`src/rtl/vec_ctrl_pkg.sv`:
```
// Shared types and constants for the vector execute-stage hazard controller.
package vec_ctrl_pkg;

  localparam int unsigned RA_W_DEF      = 4;
  localparam int unsigned MULTI_LAT_DEF = 4;
  localparam int unsigned ALU_CTRL_W    = 3;
  localparam int unsigned NUM_ALU_OPS   = 8;

  // Vector ALU op codes carried on ALUControlE
  localparam logic [ALU_CTRL_W-1:0] ALU_ADD = 3'd0;
  localparam logic [ALU_CTRL_W-1:0] ALU_SUB = 3'd1;
  localparam logic [ALU_CTRL_W-1:0] ALU_AND = 3'd2;
  localparam logic [ALU_CTRL_W-1:0] ALU_OR  = 3'd3;
  localparam logic [ALU_CTRL_W-1:0] ALU_XOR = 3'd4;
  localparam logic [ALU_CTRL_W-1:0] ALU_SLT = 3'd5;
  localparam logic [ALU_CTRL_W-1:0] ALU_MUL = 3'd6;
  localparam logic [ALU_CTRL_W-1:0] ALU_MAC = 3'd7;

  // Multiply and multiply-accumulate occupy E for several cycles
  localparam logic [NUM_ALU_OPS-1:0] MULTI_OP_MASK_DEF =
    (NUM_ALU_OPS'(1) << ALU_MUL) | (NUM_ALU_OPS'(1) << ALU_MAC);

  typedef enum logic [1:0] {
    FWD_RF  = 2'b00,
    FWD_WB  = 2'b01,
    FWD_MEM = 2'b10
  } fwd_sel_t;

  typedef enum logic {
    IDLE = 1'b0,
    BUSY = 1'b1
  } exec_state_t;

endpackage

```
`src/rtl/vec_fwd_unit.sv`:
```
// Operand forwarding select for both E-stage sources; M result wins over W.
module vec_fwd_unit
  import vec_ctrl_pkg::*;
#(
  parameter int unsigned RA_W = RA_W_DEF
) (
  input  logic [RA_W-1:0] ra1e,
  input  logic [RA_W-1:0] ra2e,
  input  logic [RA_W-1:0] wa3m,
  input  logic [RA_W-1:0] wa3w,
  input  logic            reg_write_m,
  input  logic            reg_write_w,
  output fwd_sel_t        fwd_a,
  output fwd_sel_t        fwd_b
);

  function automatic fwd_sel_t pick(input logic [RA_W-1:0] src);
    if (reg_write_m && (wa3m == src))      return FWD_MEM;
    else if (reg_write_w && (wa3w == src)) return FWD_WB;
    else                                   return FWD_RF;
  endfunction

  // Register 0 is not special: any address match forwards
  always_comb begin
    fwd_a = pick(ra1e);
    fwd_b = pick(ra2e);
  end

endmodule

```
`src/rtl/vec_exec_hazard_ctrl.sv`:
```
// Hazard and sequencing controller for the 8-lane vector execute stage:
// forwarding selects, load-use stall, and multi-cycle ALU op sequencing.
module vec_exec_hazard_ctrl
  import vec_ctrl_pkg::*;
#(
  parameter int unsigned           RA_W          = RA_W_DEF,
  parameter int unsigned           MULTI_LAT     = MULTI_LAT_DEF,
  parameter logic [NUM_ALU_OPS-1:0] MULTI_OP_MASK = MULTI_OP_MASK_DEF
) (
  input  logic                  clk,
  input  logic                  rst,
  input  logic [RA_W-1:0]       Ra1D,
  input  logic [RA_W-1:0]       Ra2D,
  input  logic [RA_W-1:0]       Ra1E,
  input  logic [RA_W-1:0]       Ra2E,
  input  logic [RA_W-1:0]       WA3E,
  input  logic [RA_W-1:0]       WA3M,
  input  logic [RA_W-1:0]       WA3W,
  input  logic                  ValidE,
  input  logic                  MemtoRegE,
  input  logic                  RegWriteM,
  input  logic                  RegWriteW,
  input  logic [ALU_CTRL_W-1:0] ALUControlE,
  input  logic                  FlushIn,
  output logic [1:0]            ForwardAE,
  output logic [1:0]            ForwardBE,
  output logic                  StallF,
  output logic                  StallD,
  output logic                  StallE,
  output logic                  FlushE,
  output logic                  FlushM,
  output logic                  AluBusy,
  output logic                  AluDone
);

  // A 2-cycle op still needs one counter bit to hold the value 0
  localparam int unsigned CNT_W = (MULTI_LAT > 2) ? $clog2(MULTI_LAT) : 1;
  localparam logic [CNT_W-1:0] CNT_LOAD = CNT_W'(MULTI_LAT - 2);

  exec_state_t      state, state_nxt;
  logic [CNT_W-1:0] cnt, cnt_nxt;
  fwd_sel_t         fwd_a, fwd_b;
  logic             start, ld_stall, fsm_stall;

  vec_fwd_unit #(.RA_W(RA_W)) u_fwd (
    .ra1e        (Ra1E),
    .ra2e        (Ra2E),
    .wa3m        (WA3M),
    .wa3w        (WA3W),
    .reg_write_m (RegWriteM),
    .reg_write_w (RegWriteW),
    .fwd_a       (fwd_a),
    .fwd_b       (fwd_b)
  );

  // Forward selects ignore the FSM so a held op keeps picking up fresh W data
  assign ForwardAE = 2'(fwd_a);
  assign ForwardBE = 2'(fwd_b);

  // Hazard sources
  assign start    = ValidE & MULTI_OP_MASK[ALUControlE] & ~FlushIn;
  assign ld_stall = ValidE & MemtoRegE & ((WA3E == Ra1D) | (WA3E == Ra2D));

  // State and down-counter register
  always_ff @(posedge clk or posedge rst) begin
    if (rst) begin
      state <= IDLE;
      cnt   <= '0;
    end else begin
      state <= state_nxt;
      cnt   <= cnt_nxt;
    end
  end

  // Next state and stall/flush combine: FlushIn > multi-cycle stall > load-use
  always_comb begin
    state_nxt = state;
    cnt_nxt   = cnt;
    fsm_stall = 1'b0;
    StallF    = 1'b0;
    StallD    = 1'b0;
    StallE    = 1'b0;
    FlushE    = 1'b0;
    FlushM    = 1'b0;
    AluBusy   = 1'b0;
    AluDone   = 1'b0;

    if (rst) begin
      state_nxt = IDLE;
      cnt_nxt   = '0;
    end else if (FlushIn) begin
      FlushE    = 1'b1;
      state_nxt = IDLE;
      cnt_nxt   = '0;
    end else begin
      unique case (state)
        IDLE: begin
          if (start) begin
            fsm_stall = 1'b1;
            state_nxt = BUSY;
            cnt_nxt   = CNT_LOAD;
          end
        end
        BUSY: begin
          AluBusy = 1'b1;
          if (cnt != '0) begin
            fsm_stall = 1'b1;
            cnt_nxt   = cnt - CNT_W'(1);
          end else begin
            AluDone   = 1'b1;
            state_nxt = IDLE;
          end
        end
        default: begin
          state_nxt = IDLE;
          cnt_nxt   = '0;
        end
      endcase

      if (fsm_stall) begin
        StallF  = 1'b1;
        StallD  = 1'b1;
        StallE  = 1'b1;
        FlushM  = 1'b1;
        AluBusy = 1'b1;
      end else if (ld_stall) begin
        StallF = 1'b1;
        StallD = 1'b1;
        FlushE = 1'b1;
      end
    end
  end

endmodule
```
`config.mk`:
```
export PLATFORM = sky130hd
export DESIGN_NAME = vec_exec_hazard_ctrl
export DESIGN_NICKNAME = d
export VERILOG_FILES = /design/src/rtl/vec_ctrl_pkg.sv /design/src/rtl/vec_fwd_unit.sv /design/src/rtl/vec_exec_hazard_ctrl.sv
export SDC_FILE = /design/constraint.sdc
export NUM_CORES = 1
export LEC_CHECK = 0
export CAP_MARGIN = 40
export CORE_ASPECT_RATIO = 1.1
export CORE_MARGIN = 2
export CORE_UTILIZATION = 29
export CTS_CLUSTER_DIAMETER = 120
export CTS_CLUSTER_SIZE = 10
export DETAILED_ROUTE_END_ITERATION = 8
export GPL_TIMING_DRIVEN = 0
export PLACE_DENSITY = 0.84
export SETUP_SLACK_MARGIN = 0.3
export SLEW_MARGIN = 20
export SYNTH_ARGS = -nofsm -noshare
export SYNTH_HDL_FRONTEND = slang
export SYNTH_SLANG_ARGS = --single-unit
```
`constraint.sdc`:
```
create_clock -name clk -period 2.1 [get_ports clk]
set_clock_uncertainty 0.05 [all_clocks]
set_input_delay 0.63 -clock clk [delete_from_list [all_inputs] [get_ports clk]]
set_output_delay 0.63 -clock clk [all_outputs]
set_load 0.1 [all_outputs]
```
==> impl_metrics.tcl, run 1 <==
set metrics [dict create \
    cts_root_buf "clkbuf_4" \
    portBuffers 47 \
    clk_path_buf_depth 2 \
    dp.cells 138 \
    seq_area_frac_synth_pct 15.0 \
    synthCells 63 \
    synth_fa_ha_area_share_pct 2.49 \
    gp_congestion 0.725 \
    cts_buffers 3 \
    cts_num_sinks 3 \
    synth_xor_area_share_pct 41.9 \
    synthesis.area_per_instance_um2 7.96 \
    chipHeight_um 47.6 \
    io_pins 49 \
    start_util_pct 31.5 \
    h-tree-depth 1 \
    place_hpwl_mm 1.65 \
    synth_compound_area_share_pct 13.2 \
    yosysTopAreaCellShare_pct 22.7 \
    synth_area_leaders "xor2_1 (23%), xnor2_1 (19%), dfrtp_1 (15%)" \
    status "aborted with a tool error" \
    synth_nets 102 \
    post_synth_num_cell_types 21 \
    num_rows 15 \
    synthSimpleGateAreaFrac_pct 20.7 \
    cts.repair.resized 198 \
    yosysWarnings 0 \
    yosys.area.top_type "xor2_1" \
    die_x_um 43.7 \
    post_cts_buffers 16 \
    synth_top_family_by_area "XOR/XNOR gates" \
    firstError "[ERROR DPL-0033] detailed placement checks failed during check placement." \
    synthMuxAreaShare_pct 0 \
    ys_ff_latch 3 \
    stop_stage "4_1_cts" \
    postCtsHoldBufs 0 \
    netlist_area_um2 502 \
]
synthesized netlist by cell type, drive strengths merged:
library cell / count
and3: 1
o211a: 1
xnor2: 11
o21a: 1
buf: 2
a21boi: 1
ha: 1
o21ai: 1
nand2: 3
o21bai: 1
o32ai: 1
and2: 1
xor2: 13
nor2: 4
dfrtp: 3
nand3: 6
a41oi: 1
nor4: 3
inv: 5
nand2b: 1
nor3: 2
kinds of logic after synthesis:
group | after synthesis
compound gates | 7
xor+xnor | 24
fa+ha+maj | 1
buf+inv | 7
flops | 3
simple gates | 21
per-stage QoR:
step                      util (%)  cell area (µm²)  setup slack (ns)  TNS, ns
after floorplan                  -              659            -0.963    -4.84
after global placement        72.2             1150             -1.73   -16.57
after detailed placement      83.3             1330             -1.36   -12.29
==> inputs of run 2 (changes only) <==
CORE_AREA = 2 2 63 65   (was not set)
CORE_ASPECT_RATIO = not set   (was 1.1)
CORE_MARGIN = not set   (was 2)
CORE_UTILIZATION = not set   (was 29)
CTS_CLUSTER_DIAMETER = not set   (was 120)
CTS_CLUSTER_SIZE = not set   (was 10)
DIE_AREA = 0 0 65 67   (was not set)
PLACE_DENSITY = not set   (was 0.84)
PLACE_DENSITY_LB_ADDON = 0.15   (was not set)
SETUP_SLACK_MARGIN = not set   (was 0.3)
==> run 2 against run 1 <==
Against the previous run: the flow now finishes, with violations (negative setup slack); area after synthesis did not move; synthesized cell count did not move.
==> impl_metrics.tcl, run 2 <==
set metrics [dict create \
    synth_top_family_by_area "XOR/XNOR gates" \
    setup_viol 9 \
    clock.fmax_mhz 384 \
    start_util_pct 13.9 \
    placed_area_um2 1360 \
    synth_area_leaders "xor2_1 (23%), xnor2_1 (19%), dfrtp_1 (15%)" \
    cts_buffers 3 \
    synth-main-ff-cell "dfrtp_1" \
    synth_fa_ha_area_share_pct 2.49 \
    post-place-ws_ns -1.38 \
    synth_edf_count 0 \
    fin_crit_sh_pct 124 \
    seq_area_frac_synth_pct 15.0 \
    io_pins 49 \
    required_ns 1.42 \
    path_clk_slew_ns 0.03 \
    hold_ws_ns 0.297 \
    fin_area_um2 1620 \
    die_x_um 65 \
    status "finished with violations" \
    synth_commonest_cells "xor2_1 (13), xnor2_1 (11), nand3_1 (6)" \
    cp_num_buf_inv 3 \
    final_util_pct 45.0 \
    ir_drop_v 0.000135 \
    total_leakage_power_nw 0.696 \
    portBuffers 47 \
    drv_cap 0 \
    yosys.area.top_type "xor2_1" \
    crit_fanout 2 \
    relSlewSlack_pct 81.9 \
    clk_path_buf_depth 2 \
    cts_tree "done" \
    synth_compound_area_share_pct 13.2 \
    path_cells "buf_8 -> xor2_2 -> nor4_2 -> a41oi_2 -> buf_4 -> o32ai_4 -> clkbuf_16" \
    drc_errors 0 \
    dp.cells 169 \
    synthCells 63 \
    syn2layout_area_growth_pct 223 \
    synthSimpleGateAreaFrac_pct 20.7 \
    hp-class "in -> async" \
    pwr_density_cell_nw_per_um2 310 \
    critPathKind "in -> out" \
    num_rows 22 \
    yosysWarnings 0 \
    drt.antenna.violating_nets 0 \
    cp_slowest_stage_delay_ns 0.29 \
    crit_path_end_kind "primary output" \
    h-tree-depth 1 \
    synth_xor_area_share_pct 41.9 \
    cp.arrival_ns 1.93 \
    setup_tns_ns -2.07 \
    yosysTopAreaCellShare_pct 22.7 \
    cts_num_sinks 3 \
    cts_root_buf "clkbuf_8" \
    synthMuxAreaShare_pct 0 \
    setup.worst_path.start_class "input pin" \
    wire_per_inst_um 11.2 \
    crit_family "buffers and inverters" \
    die_area_um2 4360 \
    post_synth_num_cell_types 21 \
    power.total_mw 0.503 \
    antenna_found_initial 0 \
    chipHeight_um 67 \
    grt_pass1_vias 809 \
    insertion_delay_ns 0.21 \
    drtPass1Iterations 2 \
    layout_min_cycle_time_ns 2.61 \
    synth_nets 102 \
    vias_per_cell 3.82 \
    grt_use_total_pct 10.1 \
    slew_viol_final 0 \
    core_area_um2 3610 \
    slowest_stage "nor4_2" \
    final_cells 182 \
    drt_iter0_drc 11 \
    final_common_cell "buf_4" \
    grt_pass1_wl_mm 3.37 \
    reg_top3 "cnt x2, state x1" \
    wirelength_mm 2.03 \
    netlist_area_um2 502 \
    drive_gt1_share_pct 72.4 \
    hold_viol_final 0 \
    rsz0062_at_grt "yes" \
    layout_common_cells "buf_4 (17), buf_6 (16), buf_12 (11)" \
    max_flop_register "cnt" \
    place_hpwl_mm 1.61 \
    synth_most_common_cell "xor2_1" \
    setup_ws_ns -0.507 \
    nets 174 \
    gp_congestion 0.699 \
    postCtsHoldBufs 0 \
    async_reset_ff_share_pct 100 \
    num_vias 695 \
    crit_start "WA3E[1]" \
    largest_register_ffs 2 \
    tightest_slew_ns 0.271 \
    grt_max_degree 6 \
    ys_ff_latch 3 \
    reg2reg_from "cnt[0]" \
    synthesis.area_per_instance_um2 7.96 \
    violations "negative setup slack" \
    global_route.overflow_total 0 \
    antenna_cells 0 \
]
run 2: cell counts after synthesis:
No cell type changed its count.
run 2: logic make-up after synthesis:
family / count (synthesis)
AO/OA/AOI/OAI: 7
flip-flops: 3
adder cells (fa/ha/maj): 1
XOR/XNOR: 24
buffers and inverters: 7
AND/OR/NAND/NOR: 21
run 2: report_power, final:
part           switching [mW]  internal [mW]  leakage [nW]
registers             0.00106         0.0590        0.0416
clock network          0.0344          0.129        0.0228
logic                   0.136          0.144         0.632
run 2: worst register-to-register path, delay by kind of cell (launching register included):
kind / cells / cell delay (ns)
buffers and inverters: 5 / 0.54
AOI/OAI and AO/OA: 1 / 0.06
adders and majority gates: 1 / 0.13
and+or+nand+nor: 2 / 0.26
DFF: 1 / 0.37
run 2: routing by layer:
layer  GRT usage (%)  up-vias  wire length (µm)
met5               0        -                 0
met1            10.0      317               673
met4            3.19        0                 0
li1                -      344                 -
met2            20.6       34              1190
met3            2.03        0               165
run 2: layout make-up:
cell class	instances	area, µm²
fill	347	1980
timing repair buffer	68	738
multi-input combinational	53	664
sequential	3	75.1
tap	48	60.1
clock buffer	4	45.0
buffer	1	20.0
inverter	5	18.8
run 2: final timing paths:
| kind | slack [ns] | depth (start not counted) | end |
|---|---|---|---|
| max in group asynchronous | 1.56 | 2 | cnt[0] |
| min in group clk | 0.54 | 2 | cnt[0] |
| hold / removal | 0.30 | 2 | state |
| hold reg to reg | 0.54 | 2 | cnt[0] |
| setup / recovery | -0.51 | 7 | FlushE |
| setup reg to reg | 0.56 | 9 | state |
run 2: repair_timing:
| action | CTS | global route |
|---|---|---|
| gates resized for setup | 182 | 28 |
| setup endpoints to repair | 11 | 10 |
| hold endpoints to repair | 0 | 0 |
| pin swaps | 32 | 17 |
| setup buffers | 15 | 2 |
No activity file was read; power rests on OpenSTA's default activity.
==> inputs of run 3 (changes only) <==
==> constraint.sdc (replaced) <==
create_clock -name clk -period 2.1 [get_ports clk]
set_clock_uncertainty 0.05 [all_clocks]
set_input_delay 0.21 -clock clk [delete_from_list [all_inputs] [get_ports clk]]
set_output_delay 0.21 -clock clk [all_outputs]
set_load 0.1 [all_outputs]
==> run 3 against run 2 <==
Against the previous run: the flow now finishes without violations; sequential power is essentially flat; final cell count shrank 7.1%; critical path depth shrank 2; first-iteration DRC count grew to 2.6 times the previous value; register-to-register slack gained 0.20 ns; utilization shrank 6.4 points; global-route usage shrank 2.0 points; sequential share of layout area grew 0.77 points; clock power is essentially flat; die area is the same; clock-buffer cell count is the same.
==> impl_metrics.tcl, run 3 (same netlist as run 2, synthesis figures left out) <==
set metrics [dict create \
    status "completed" \
    antenna_found_initial 0 \
    max_flop_register "cnt" \
    insertion_delay_ns 0.21 \
    fin_crit_sh_pct 96.9 \
    hold_viol_final 0 \
    cts_root_buf "clkbuf_8" \
    routed.top_layer "met3" \
    drt_iter0_drc 29 \
    die_area_um2 4360 \
    hold_ws_ns 0.288 \
    clock.fmax_mhz 491 \
    start_util_pct 13.9 \
    power.total_mw 0.469 \
    cp.arrival_ns 1.78 \
    n_fill_cell 359 \
    final_util_pct 38.5 \
    placed_area_um2 1300 \
    num_vias 630 \
    h-tree-depth 1 \
    largest_register_ffs 2 \
    gp_congestion 0.654 \
    crit_fanout 6 \
    route.met2.wl_um 860 \
    grt_pass1_wl_mm 2.76 \
    ir_drop_v 0.000140 \
    global_route.overflow_total 0 \
    drt.antenna.violating_nets 0 \
    post-place-ws_ns -0.514 \
    met1_length_um 645 \
    grt_use_total_pct 8.12 \
    io_pins 49 \
    cts_buffers 3 \
    dr_wl_met3_um 144 \
    clk_path_buf_depth 2 \
    nets 161 \
    pwr_density_cell_nw_per_um2 337 \
    drv_cap 0 \
    multi_input_area_um2 541 \
    crit_path_end_kind "primary output" \
    hp-class "in -> async" \
    reg_top3 "cnt x2, state x1" \
    antenna_cells 0 \
    cts_num_sinks 3 \
    required_ns 1.84 \
    place_hpwl_mm 1.49 \
    tightest_slew_ns 0.316 \
    drc_errors 0 \
    layout_min_cycle_time_ns 2.04 \
    dp.cells 169 \
    wirelength_mm 1.65 \
    total_leakage_power_nw 0.558 \
    postCtsHoldBufs 0 \
    cts_tree "done" \
    final_common_cell "clkdlybuf4s50_1" \
    fin_area_um2 1390 \
    layout_common_cells "clkdlybuf4s50_1 (31), xnor2_1 (10), xor2_1 (10), buf_12 (10)" \
    setup_viol 0 \
    die_x_um 65 \
    portBuffers 47 \
    slew_viol_final 0 \
    setup.worst_path.start_class "input pin" \
    wire_per_inst_um 9.76 \
    setup_ws_ns 0.0644 \
    final_cells 169 \
    relSlewSlack_pct 78.9 \
    seq_area_um2 75.1 \
    grt_pass1_vias 677 \
    path_clk_slew_ns 0.03 \
    core_area_um2 3610 \
    grt_max_degree 7 \
    setup_tns_ns 0 \
    drive_gt1_share_pct 33.1 \
    chipHeight_um 67 \
    vias_per_cell 3.73 \
    critPathKind "in -> out" \
    syn2layout_area_growth_pct 177 \
    num_rows 22 \
    drtPass1Iterations 3 \
]
## run 3: per-layer routing
| metal | vias to the layer above | track usage [%] |
|---|---|---|
| met5 | - | 0 |
| met4 | 0 | 3.19 |
| met3 | 0 | 1.35 |
| met2 | 37 | 14.9 |
| met1 | 268 | 9.26 |
| li1 | 325 | - |
## run 3: area by class of cell
cell class                      instances  share of cell area, %
Buffer                                  2                   1.98
Clock buffer                            4                   3.24
Inverter                                5                   1.35
Multi-Input combinational cell         53                   38.9
Sequential cell                         3                   5.40
Tap cell                               48                   4.32
Timing Repair Buffer                   54                   44.8
## run 3: what timing repair did
| item | 4_1_cts | 5_1_grt |
|---|---|---|
| pin swaps | 6 | 4 |
| resized for setup | 23 | 4 |
| endpoints found under the setup margin | 11 | 5 |
| buffers inserted | 3 | 2 |
## run 3: power breakdown
group	internal, mW	switching [mW]
Clock	0.129	0.0362
Combinational	0.125	0.119
Sequential	0.0590	0.000929
## run 3: final timing paths
path	slack, ns	startpoint	cells past startpoint	endpoint
min reg2reg	0.47	cnt[1]	1	cnt[1]
min in group clk	0.47	cnt[1]	1	cnt[1]
max	0.06	rst	5	AluDone
max reg2reg	0.76	cnt[0]	7	cnt[1]
max in group asynchronous	1.57	rst	2	cnt[1]
min	0.29	rst	2	state
## run 3: worst max-delay path: stages
cell and delay, ns:
clkdlybuf4s50_1 0.51, nor2_4 0.17, and3_1 0.17, clkdlybuf4s50_1 0.51
buf_8 0.20
